[config.mk]
export PLATFORM = sky130hd
export DESIGN_NAME = servo_pwm_gen
export DESIGN_NICKNAME = d
export VERILOG_FILES = /design/src/rtl/servo_pkg.sv /design/src/rtl/servo_slew.sv /design/src/rtl/servo_pwm_gen.sv
export SDC_FILE = /design/constraint.sdc
export NUM_CORES = 1
export LEC_CHECK = 0
export CAP_MARGIN = 5
export CELL_PAD_IN_SITES_DETAIL_PLACEMENT = 1
export CELL_PAD_IN_SITES_GLOBAL_PLACEMENT = 2
export CORE_ASPECT_RATIO = 0.8
export CORE_MARGIN = 3
export CORE_UTILIZATION = 41
export DETAILED_ROUTE_END_ITERATION = 16
export PLACE_DENSITY_LB_ADDON = 0.1
export SLEW_MARGIN = 20
export SYNTH_ARGS = -nofsm -noshare
export SYNTH_HDL_FRONTEND = slang
export SYNTH_HIERARCHICAL = 1
export SYNTH_SLANG_ARGS = --single-unit
[constraint.sdc]
create_clock -name clk -period 9.1 [get_ports clk]
set_input_delay 2.275 -clock clk [delete_from_list [all_inputs] [get_ports clk]]
set_output_delay 2.275 -clock clk [all_outputs]
set_load 0.1 [all_outputs]
[src/rtl/servo_pkg.sv]
// Shared constants, types and helpers for the hobby-servo PWM generator.
// Defaults assume a 12 MHz clock and a 20 ms frame.
package servo_pkg;

  localparam int unsigned ANGLE_W   = 8;
  localparam int unsigned ANGLE_MAX = 180;

  localparam int unsigned DEF_PERIOD_TICKS = 240000;
  localparam int unsigned DEF_MIN_TICKS    = 6000;
  localparam int unsigned DEF_DEG_TICKS    = 133;
  localparam int unsigned DEF_STEP_DEG     = 2;

  typedef logic [ANGLE_W-1:0] angle_t;

  // Commands above full travel are pinned to full travel.
  function automatic angle_t clamp_angle(input angle_t a);
    return (a > angle_t'(ANGLE_MAX)) ? angle_t'(ANGLE_MAX) : a;
  endfunction

endpackage

[src/rtl/servo_slew.sv]
// Per-frame slew limiter: holds the target and the angle actually output.
// Ports: clk, rst_n, i_load (stage A strobe), i_target (clamped angle),
//        o_cur_angle (angle being output), o_at_target (cur == target).
module servo_slew
  import servo_pkg::*;
#(
  parameter bit          SLEW_EN   = 1'b1,
  parameter int unsigned STEP_DEG  = DEF_STEP_DEG,
  parameter int unsigned RST_ANGLE = 0
) (
  input  logic   clk,
  input  logic   rst_n,
  input  logic   i_load,
  input  angle_t i_target,
  output angle_t o_cur_angle,
  output logic   o_at_target
);

  localparam angle_t STEP  = angle_t'(STEP_DEG);
  localparam angle_t RST_A = angle_t'(RST_ANGLE);

  angle_t r_target;
  angle_t r_cur;
  angle_t w_next;

  // Move at most STEP toward the target; the final step lands exactly.
  always_comb begin
    w_next = i_target;
    if (SLEW_EN) begin
      if (i_target > r_cur) begin
        if ((i_target - r_cur) > STEP) begin
          w_next = r_cur + STEP;
        end
      end else if ((r_cur - i_target) > STEP) begin
        w_next = r_cur - STEP;
      end
    end
  end

  always_ff @(posedge clk) begin
    if (!rst_n) begin
      r_target <= RST_A;
      r_cur    <= RST_A;
    end else if (i_load) begin
      r_target <= i_target;
      r_cur    <= w_next;
    end
  end

  assign o_cur_angle = r_cur;
  assign o_at_target = (r_cur == r_target);

endmodule

[src/rtl/servo_pwm_gen.sv]
// Hobby-servo PWM generator: fixed frame, pulse width linear in angle.
// Ports: clk, rst_n, angle_in, enable -> pwm_out, period_start,
//        cur_angle, at_target.
module servo_pwm_gen
  import servo_pkg::*;
#(
  parameter int unsigned PERIOD_TICKS = DEF_PERIOD_TICKS,
  parameter int unsigned MIN_TICKS    = DEF_MIN_TICKS,
  parameter int unsigned DEG_TICKS    = DEF_DEG_TICKS,
  parameter bit          SLEW_EN      = 1'b1,
  parameter int unsigned STEP_DEG     = DEF_STEP_DEG,
  parameter int unsigned RST_ANGLE    = 0
) (
  input  logic               clk,
  input  logic               rst_n,
  input  logic [ANGLE_W-1:0] angle_in,
  input  logic               enable,
  output logic               pwm_out,
  output logic               period_start,
  output logic [ANGLE_W-1:0] cur_angle,
  output logic               at_target
);

  localparam int unsigned CNT_W = $clog2(PERIOD_TICKS);
  typedef logic [CNT_W-1:0] cnt_t;

  localparam cnt_t LAST    = cnt_t'(PERIOD_TICKS - 1);
  localparam cnt_t STAGE_A = cnt_t'(PERIOD_TICKS - 2);
  localparam cnt_t MIN_W   = cnt_t'(MIN_TICKS);
  localparam cnt_t DEG_W   = cnt_t'(DEG_TICKS);
  localparam cnt_t RST_W   = cnt_t'(MIN_TICKS + RST_ANGLE * DEG_TICKS);

  localparam bit LEGAL =
    (PERIOD_TICKS > MIN_TICKS + ANGLE_MAX * DEG_TICKS + 2) &&
    (STEP_DEG >= 1) && (RST_ANGLE <= ANGLE_MAX);

  cnt_t   r_cnt;
  cnt_t   r_width;
  logic   r_en_lat;
  logic   r_pwm;
  logic   r_ps;
  logic   w_stage_a;
  logic   w_stage_b;
  angle_t w_clamped;
  angle_t w_cur;
  cnt_t   w_width;

  assign w_stage_a = (r_cnt == STAGE_A);
  assign w_stage_b = (r_cnt == LAST);
  assign w_clamped = clamp_angle(angle_in);
  assign w_width   = MIN_W + cnt_t'(w_cur) * DEG_W;

  always_ff @(posedge clk) begin
    if (!rst_n) begin
      r_cnt <= '0;
    end else if (w_stage_b) begin
      r_cnt <= '0;
    end else begin
      r_cnt <= r_cnt + 1'b1;
    end
  end

  // Stage A (slew) runs one clock ahead of stage B so the width
  // latched at the frame end already reflects the new angle.
  servo_slew #(
    .SLEW_EN   (SLEW_EN),
    .STEP_DEG  (STEP_DEG),
    .RST_ANGLE (RST_ANGLE)
  ) u_slew (
    .clk         (clk),
    .rst_n       (rst_n),
    .i_load      (w_stage_a),
    .i_target    (w_clamped),
    .o_cur_angle (w_cur),
    .o_at_target (at_target)
  );

  // Width and enable change only at the frame boundary: no runts.
  always_ff @(posedge clk) begin
    if (!rst_n) begin
      r_width  <= RST_W;
      r_en_lat <= 1'b0;
    end else if (w_stage_b) begin
      r_width  <= w_width;
      r_en_lat <= enable;
    end
  end

  always_ff @(posedge clk) begin
    if (!rst_n) begin
      r_pwm <= 1'b0;
      r_ps  <= 1'b0;
    end else begin
      r_pwm <= r_en_lat & (r_cnt < r_width);
      r_ps  <= (r_cnt == '0);
    end
  end

  assign pwm_out      = r_pwm;
  assign period_start = r_ps;
  assign cur_angle    = w_cur;

`ifndef SYNTHESIS
  always_ff @(posedge clk) begin
    assert (LEGAL)
      else $error("servo_pwm_gen: illegal parameter set");
  end
`endif

endmodule
After elaboration in Yosys (flattened, before gate mapping)
Cells that the tools add are included.
{"block": "word_totals", "reg_bits": 55, "wordCells": 30, "in_bits": 11, "output_inout_bits": 11}
{"block": "classes", "eq_ne": 3, "addsub": 6, "reduce_logical": 2, "muxes": 4, "order_cmp": 5, "n_bitwise": 2, "n_mul": 1}
{"op": "18-bit == test (second input constant)", "count": 2}
{"op": "8-bit two-way mux", "count": 4}
{"op": "18-bit by 1-bit adder with 18-bit output (second input constant)", "count": 1}
{"op": "18-bit zero test", "count": 1}
{"op": "18-bit less-than comparator", "count": 1}
{"op": "13-bit by 16-bit adder with 17-bit output (first input constant)", "count": 1}
{"op": "8-bit by 2-bit greater-than comparator with 1-bit output (second input constant)", "count": 2}
{"op": "8-bit by 8-bit multiplier with 16-bit output (second input constant)", "count": 1}
{"op": "8-bit subtractor", "count": 2}
{"op": "8-bit by 2-bit adder with 8-bit output (second input constant)", "count": 1}
{"op": "8-bit == test", "count": 1}
{"op": "8-bit greater-than comparator", "count": 1}
{"op": "8-bit greater-than comparator (second input constant)", "count": 1}
{"op": "8-bit by 2-bit subtractor with 8-bit output (second input constant)", "count": 1}
{"op": "2-bit OR reduction", "count": 1}
{"op": "1-bit AND", "count": 1}
{"op": "1-bit NOT", "count": 1}

Longest topological paths before layout
Gate-level depths: netlist (run 1).
{"block": "depth", "word_depth": 6, "ltp_mapped": 15}

Cells and area by module
The synthesis (run 1) kept the hierarchy.
{"module": "servo_pwm_gen", "instances": 1, "cells_per_inst": 364, "area_per_inst_um2": 3074.2}
{"module": "servo_slew", "instances": 1, "cells_per_inst": 217, "area_per_inst_um2": 1821.7}

Least setup slack after synthesis (run 1)
Ideal clock, no wire load.
{"block": "synth_timing", "path_kind": "register to output", "from": "register u_slew.r_cur[3], in the netlist u_slew/o_cur_angle[3]", "to": "output port at_target", "setup_slack_ns": 3.920, "required_ns": 6.825, "arrival_time_ns": 2.905, "stages_incl_launch_ff": 5, "path_buffers": 1, "path_cell_list": "dfxtp_1 > clkbuf_1 > xnor2_1 > nand4_1 > nor2_1"}
{"block": "synth_between", "elab_chain_cells": 1}
{"item": "start, declared", "line_no": "servo_slew.sv:23", "rtl": "angle_t r_cur;"}
{"item": "start signal, assigned", "line_no": "servo_slew.sv:46", "rtl": "r_cur <= w_next;"}
{"item": "8-bit == test", "line_no": "servo_slew.sv:51", "rtl": "assign o_at_target = (r_cur == r_target);"}
{"item": "end, declared", "line_no": "servo_pwm_gen.sv:21", "rtl": "output logic at_target"}
Every way passes these cells.

Worst setup path after layout (run 1)
{"block": "layout_timing", "from": "input port angle_in[0]", "to": "register u_slew.r_cur[1], in the netlist u_slew/o_cur_angle[1]"}
{"block": "layout_between", "elab_chain_cells": 6}
{"item": "start, declared", "line_no": "servo_pwm_gen.sv:16", "rtl": "input logic [ANGLE_W-1:0] angle_in,"}
{"item": "8-bit greater-than comparator (*)", "line_no": "servo_pkg.sv:17", "rtl": "return (a > angle_t'(ANGLE_MAX)) ? angle_t'(ANGLE_MAX) : a;"}
{"item": "8-bit two-way mux (*)", "line_no": "servo_pkg.sv:17"}
{"item": "net w_clamped[2]", "line_no": "servo_pwm_gen.sv:44", "rtl": "angle_t w_clamped;"}
{"item": "8-bit subtractor, on equally long branches", "line_no": "servo_slew.sv:34, servo_slew.sv:31"}
{"item": "8-bit by 2-bit greater-than comparator with 1-bit output, on equally long branches", "line_no": "servo_slew.sv:34, servo_slew.sv:31"}
{"item": "8-bit two-way mux, on equally long branches", "line_no": "servo_slew.sv:34, servo_slew.sv:31"}
{"item": "8-bit two-way mux (*)", "line_no": "servo_slew.sv:30", "rtl": "if (i_target > r_cur) begin"}
The timed path passes the listed nets; every way through them passes the cells marked *.
A chain may end at the register's enable or synchronous reset.

==> summary.md, run 1 <==
| Metric | Value |
|---|---|
| Tightest Hold Check Type | `reg2reg` |
| Slew HR | `between 30% and 40%` |
| CP max stage cell | `mux2i_2` |
| Post-DRT Antenna Nets | `0` |
| Primary FF master, synth | `dfxtp_1` |
| Synth cell count leaders | `74 x ha_1, 62 x inv_1, 54 x dfxtp_1, 41 x nor2_1, 38 x nand2_1` |
| Critical path startpoint category | `primary input` |
| # IOs | `22` |
| Slew Viols, Final | `0` |
| CP arrival | `a little over 6 ns` |
| Resize count post-CTS | `0` |
| Worst-path cell chain | `clkdlybuf4s50_1, o21ai_0, a21oi_1, o21ai_0, nand2b_1, inv_1, ha_1, a21o_2, a21oi_1, o22ai_1, o31ai_4, mux2i_2, mux2i_1, o21a_1` |
| Switching Fraction | `a little over a quarter` |
| Final min period | `just under 6 ns` |
| Comb pwr share | `about an eighth` |
| Clk Latency, worst-skew pair | `around 0.3 ns` |
| Nets | `687` |
| RSZ-0062 raised after global routing | `no` |
| P_sw | `between 0.1 and 0.15 mW` |
| CTS root buf | `clkbuf_16` |
| CTS tree | `built` |
| Gr ovfl total | `0` |
| Syn_area_per_cell | `8.43 um^2` |
| Post-synth top area share | `22.1%` |
| Fmax | `0.169 GHz` |
| DP Area | `approximately 5200 um^2` |
| First-pass GRT wire length | `23500 um` |
| H-tree levels | `2` |
| Skew final | `0.0100 ns` |
| Mapped Cells | `~580` |
| Seq/Total Area, Yosys | `22.1%` |
| TritonCTS Sinks | `54` |
| Power per cell area | `around 100 nW/um^2` |
| Buffer count from post-CTS setup fixing | `0` |
| Final Cycle Share | `64.9%` |
| Number of synthesized flops with an enable pin | `0` |
| Total of flip-flops plus latches after synthesis | `54` |
| Total GRT Usage | `21.8%` |
| DR iter-0 viols | `around 270` |
| Post-synth cell types | `a little under 70` |
| Largest area contributor in the netlist | `dfxtp_1` |
| Met3 Resource Use GR | `2.42%` |
| Share of layout cells above drive strength 1 | `5.70%` |
| Largest stage delay on the critical path | `~0.49 ns` |
| Synth Cell Area | `approximately 5000 um^2` |
| Drc violations | `0` |
| Status | `finished clean` |
| Vias/cell | `a little under 6` |
| Syn_nets | `673` |
| Tightest Pin Transition | `a little under 1 ns` |
| CP Max Fanout | `9` |
| P_leak | `between 2 and 2.5 nW` |
| CTS clk-pin slew, worst paths | `0.08 ns` |
| Vias in the first global route | `roughly 4300` |
| Post-DP HPWL | `~11000 um` |
| Post-route cell area | `approximately 5400 um^2` |
| Maxcap violations | `0` |
| # diodes | `0` |
| Die area | `between 10000 and 15000 um^2` |
| Most common cell in the netlist | `ha_1` |
| Detailed Routing Iterations Pass 1 | `4` |
| Async S/R FF share, synth | `0%` |
| Peak supply drop | `68.8 uV` |
| Initial core utilization | `between 40% and 50%` |
| Fin. Hold Viols | `0` |
| # rows | `35` |
| Area contributors post-synth | `dfxtp_1 22%, ha_1 19%, inv_1 4.8%` |
| Die Height | `104 um` |
| Total internal power | `between 0.3 and 0.4 mW` |
| # hold bufs at CTS | `0` |
| Worst Path Required | `approximately 9.3 ns` |
| Routed WL | `14100 um` |
| Clock Path Buffers | `2` |
| Synth-to-Final Area Change | `10.4%` |
| Pin count of the biggest net entering global routing | `32` |
| Initial antenna violation count | `0` |
| Setup-failing EPs final | `0` |
| Core box area | `11600 um^2` |
| RePlAce Congestion | `approximately 0.86` |
| Grt peak-use layer | `met1` |
| GR Util met1 | `35.0%` |
| Worst setup EP type | `flip-flop` |
| Share of power burned in registers | `roughly 45%` |
| Routed len/inst | `between 15 and 20 um` |
| YS warnings | `6` |
| Setup TNS | `0 ns` |
| TritonCTS buffer count | `5` |
| Clock share of power | `a little over two fifths` |
| Die W | `~130 um` |
| Fill cell count | `between 1000 and 1500` |
| Critical path class | `in2reg` |
| Met2 GRT Util | `a little under a third` |
| Vias | `between 4000 and 5000` |
| Port Buffer Count | `21` |
area by class of cell:
| class | count | area, um^2 | area share [%] |
|---|---|---|---|
| Clock buffer | 5 | 125 | 2.32 |
| Clock inverter | 3 | 47.5 | 0.880 |
| Inverter | 64 | 240 | 4.45 |
| Multi-Input combinational cell | 445 | 3480 | 64.5 |
| Sequential cell | 54 | 1080 | 20.0 |
| Tap cell | 148 | 185 | 3.43 |
| Timing Repair Buffer | 25 | 240 | 4.45 |
cells by family after synthesis:
logic type	share of synthesized area, %
AOI/OAI and AO/OA	19.7
xor gates and xnor gates	5.72
adders and majority gates	21.8
buffers and inverters	6.87
DFF	22.1
muxes	3.96
and+or+nand+nor	19.9
path summary, 6_finish.rpt:
kind         slack, ns               endpoint  cells after the start             startpoint
max reg2reg       5.35            r_width[11]                      9  u_slew/o_cur_angle[3]
min               0.47             r_width[0]                      2             r_width[0]
min reg2reg       0.47             r_width[0]                      2             r_width[0]
max               3.20  u_slew/o_cur_angle[1]                     14            angle_in[0]
state kept, by name, summed over array words and instances (netlist names):
register and count:
r_cnt 18, r_width 17, u_slew/o_cur_angle 8, u_slew/r_target 8
period_start 1, pwm_out 1, r_en_lat 1
cell usage in the layout (no fill, tap or decap), types with 7 or more instances in the layout:
cell type / instances
a21boi_0: 7
a21oi_1: 28
and2_1: 8
clkdlybuf4s50_1: 21
dfxtp_1: 54
fa_1: 7
ha_1: 74
inv_1: 62
mux2i_1: 18
nand2_1: 38
nand2b_1: 8
nand3_1: 21
nand4_1: 14
nor2_1: 41
nor3_1: 9
o211ai_1: 10
o21ai_0: 24
or3_1: 7
xnor2_1: 18
xor2_1: 14
power groups by stage:
stage                     clock network, mW  logic [mW]  registers (mW)
after floorplan                           0      0.0457           0.248
after global placement                    0      0.0650           0.245
after detailed placement                  0      0.0662           0.245
after CTS                             0.236      0.0668           0.240
after global routing                  0.245      0.0732           0.240
final                                 0.232      0.0669           0.240
layer usage:
layer / wire [um] / vias up
met5: 0 / -
met4: 112 / 0
met3: 496 / 11
met2: 6030 / 61
met1: 7480 / 2140
li1: - / 2097
stage by stage:
stage          util (%)  hold WS [ns]  setup WS [ns]  power, mW  cells
2_1_floorplan         -         0.441           3.92      0.293    581
3_3_place_gp       45.1         0.456           3.10      0.310    736
3_5_place_dp       45.1         0.466           2.95      0.312    736
4_1_cts            46.6         0.477           3.25      0.543    744
5_1_grt            46.6         0.507           2.98      0.558    744
6_report           46.6         0.472           3.20      0.538    744
worst max-delay path: cells and delay by family:
family / cells / cell delay [ns]
muxes: 2 / 0.62
AOI/OAI and AO/OA: 8 / 2.00
and+or+nand+nor: 1 / 0.28
buffers and inverters: 2 / 0.57
adders and majority gates: 1 / 0.36
Note: power is estimated with default switching activity, not from simulation.
==> inputs of run 2 (changes only) <==
--- a/config.mk
+++ b/config.mk
@@ -10,7 +10,7 @@
 export CELL_PAD_IN_SITES_GLOBAL_PLACEMENT = 2
 export CORE_ASPECT_RATIO = 0.8
 export CORE_MARGIN = 3
-export CORE_UTILIZATION = 41
+export CORE_UTILIZATION = 38
 export DETAILED_ROUTE_END_ITERATION = 16
 export PLACE_DENSITY_LB_ADDON = 0.1
 export SLEW_MARGIN = 20
==> constraint.sdc (replaced) <==
create_clock -name clk -period 5.5 [get_ports clk]
set_input_delay 1.375 -clock clk [delete_from_list [all_inputs] [get_ports clk]]
set_output_delay 1.375 -clock clk [all_outputs]
set_load 0.1 [all_outputs]
==> summary.md, run 2 (same netlist as run 1, synthesis figures left out) <==
| Metric | Value |
|---|---|
| Total GRT Usage | `20.0% (was 21.8%)` |
| Maxcap violations | `0 (unchanged)` |
| Worst Path Required | `5.68 ns (was 9.31 ns)` |
| Clk Latency, worst-skew pair | `0.29 ns (was 0.30 ns)` |
| Final min period | `a little under 5 ns` |
| Detailed Routing Iterations Pass 1 | `4 (unchanged)` |
| Worst setup EP type | `flip-flop (unchanged)` |
| Die area | `14300 um^2 (was 13300 um^2)` |
| Initial antenna violation count | `0 (unchanged)` |
| DR iter-0 viols | `273 (was 269)` |
| Post-DP HPWL | `11100 um (was 11000 um)` |
| P_leak | `2.35 nW (was 2.31 nW)` |
| Total power | `0.891 mW (was 0.538 mW)` |
| Power per cell area | `162 nW/um^2 (was 99.7 nW/um^2)` |
| Status | `finished clean (unchanged)` |
| Port Buffer Count | `21 (unchanged)` |
| Worst-path cell chain | `clkdlybuf4s50_1, inv_1, a21oi_1, o21ai_0, buf_4, and2_1, inv_1, ha_1, inv_1, fa_1, a21o_2, a21oi_1, mux2i_1, o2111ai_4, and2b_1, mux2i_1, or3_1 (was clkdlybuf4s50_1, o21ai_0, a21oi_1, o21ai_0, nand2b_1, inv_1, ha_1, a21o_2, a21oi_1, o22ai_1, o31ai_4, mux2i_2, mux2i_1, o21a_1)` |
| CP max stage cell | `clkdlybuf4s50_1 (was mux2i_2)` |
| First-pass GRT wire length | `22800 um (was 23500 um)` |
| Largest Register | `r_cnt (unchanged)` |
| Commonest non-fill, non-tap cells in the layout | `74 x ha_1, 62 x inv_1, 54 x dfxtp_1 (unchanged)` |
| Vias | `4276 (was 4309)` |
| Gr ovfl total | `0 (unchanged)` |
| Cell mode on critical path | `inv_1` |
| # diodes | `0 (unchanged)` |
| Final Cycle Share | `between 80% and 90%` |
| Post-route insts no fill | `776 (was 744)` |
| Setup-failing EPs final | `0 (unchanged)` |
| Critical path class | `in2reg (unchanged)` |
| CTS tree | `built (unchanged)` |
| Clock Path Buffers | `2 (unchanged)` |
| # rows | `36 (was 35)` |
| Cells after DPL | `768 (was 736)` |
| Critical path startpoint category | `primary input (unchanged)` |
| CP Max Fanout | `6 (was 9)` |
| H-tree levels | `2 (unchanged)` |
| CTS clk-pin slew, worst paths | `0.07 ns (was 0.08 ns)` |
| Slew HR | `34.1% (was 35.3%)` |
| Die Height | `108 um (was 104 um)` |
| Critical path's top delay family | `compound AO/OA/AOI/OAI gates (unchanged)` |
| Clock share of power | `42.4% (was 43.0%)` |
| Max reg flops | `18 (unchanged)` |
| Drc violations | `0 (unchanged)` |
| # hold bufs at CTS | `0 (unchanged)` |
| Comb pwr share | `13.0% (was 12.4%)` |
| Fin. Hold Viols | `0 (unchanged)` |
| Share of power burned in registers | `44.5% (about the same)` |
| P_sw | `0.225 mW (was 0.144 mW)` |
| Switching Fraction | `25.2% (was 26.7%)` |
| Nets | `696 (was 687)` |
| Buffer count from post-CTS setup fixing | `0 (unchanged)` |
| Core box area | `12400 um^2 (was 11600 um^2)` |
| Commonest non-fill, non-tap cell in the layout | `ha_1 (unchanged)` |
| Synth-to-Final Area Change | `12.4% (was 10.4%)` |
| # IOs | `22 (unchanged)` |
| Largest stage delay on the critical path | `0.54 ns (was 0.49 ns)` |
| Die W | `133 um (was 128 um)` |
| CP arrival | `5.10 ns (was 6.11 ns)` |
| Fill cell count | `1478 (was 1399)` |
| RePlAce Congestion | `0.863 (was 0.858)` |
| Total internal power | `0.667 mW (was 0.395 mW)` |
| Hold_ws | `0.471 ns (was 0.472 ns)` |
| Peak supply drop | `103 uV (was 68.8 uV)` |
| TritonCTS buffer count | `5 (unchanged)` |
| Resize count post-CTS | `0 (unchanged)` |
| Post-DRT Antenna Nets | `0 (unchanged)` |
| CTS root buf | `clkbuf_16 (unchanged)` |
| Routed len/inst | `17.9 um (was 19.0 um)` |
| Register area | `1080 um^2 (unchanged)` |
| Setup TNS | `0 ns (unchanged)` |
| Tightest Pin Transition | `0.986 ns (was 0.968 ns)` |
| Skew final | `0.00407 ns (was 0.0100 ns)` |
| TritonCTS Sinks | `54 (unchanged)` |
| Share of layout cells above drive strength 1 | `7.11% (was 5.70%)` |
| Vias in the first global route | `4179 (was 4325)` |
| Initial core utilization | `39.5% (was 42.2%)` |
| Tightest Hold Check Type | `reg2reg (unchanged)` |
| RSZ-0062 raised after global routing | `no (unchanged)` |
| Fmax | `slightly above 0.2 GHz` |
| Top flop regs | `r_cnt: 18 flops, r_width: 17 flops (unchanged)` |
| Vias/cell | `5.51 (was 5.79)` |
| Footprint of the multi-input gates | `3480 um^2 (unchanged)` |
| Pin count of the biggest net entering global routing | `32 (unchanged)` |
| Slew Viols, Final | `0 (unchanged)` |
| Routed WL | `13900 um (was 14100 um)` |
| Buffers plus inverters on the worst setup path | `5 (was 2)` |
-- run 2: cell count changes in the layout (fill, tap and decap cells not counted), sizes merged --
cell	before	now
buf	4	13
clkbuf	5	6
clkinv	3	2
-- run 2: worst min-delay path, cell delays in order (launching register included) --
cell	delay [ns]
dfxtp_1	0.31
nand2_1	0.05
a21boi_0	0.07
-- run 2: metal layers --
layer  share of wire, %  vias to the layer above  routed length [um]  track usage (%)
met2                 40                       63                5490             27.6
li1                   -                     2114                   -                -
met1                 54                     2095                7550             31.6
met3                5.4                        4                 749             3.60
met4               0.70                        0                  97             4.01
met5                  0                        -                   0                0
-- run 2: per-stage QoR --
step / instance area (um^2) / util (%) / setup slack, ns
3_3_place_gp: 5330 / 43.0 / 0.456
2_1_floorplan: 4900 / - / 1.22
6_report: 5500 / 44.4 / 0.580
4_1_cts: 5500 / 44.4 / 0.605
3_5_place_dp: 5330 / 43.0 / 0.312
5_1_grt: 5500 / 44.4 / 0.371
-- run 2: worst paths after layout --
path | startpoint | to | slack, ns | depth (start not counted)
max reg2reg | u_slew/o_cur_angle[4] | r_width[11] | 1.71 | 12
min reg2reg | r_width[3] | r_width[3] | 0.47 | 2
min | r_width[3] | r_width[3] | 0.47 | 2
max | angle_in[3] | u_slew/o_cur_angle[2] | 0.58 | 17
-- run 2: area by class of cell --
| cell class | instances | area share [%] |
|---|---|---|
| Clock inverter | 2 | 0.705 |
| Tap cell | 171 | 3.89 |
| Multi-Input combinational cell | 445 | 63.3 |
| Timing Repair Buffer | 34 | 5.59 |
| Sequential cell | 54 | 19.6 |
| Clock buffer | 6 | 2.52 |
| Inverter | 64 | 4.36 |
-- run 2: power groups by stage --
stage	combinational (mW)	sequential, mW	clock [mW]
final	0.116	0.397	0.378
after global routing	0.126	0.397	0.405
after detailed placement	0.115	0.406	0
after floorplan	0.0756	0.410	0
after CTS	0.116	0.397	0.390
after global placement	0.113	0.406	0
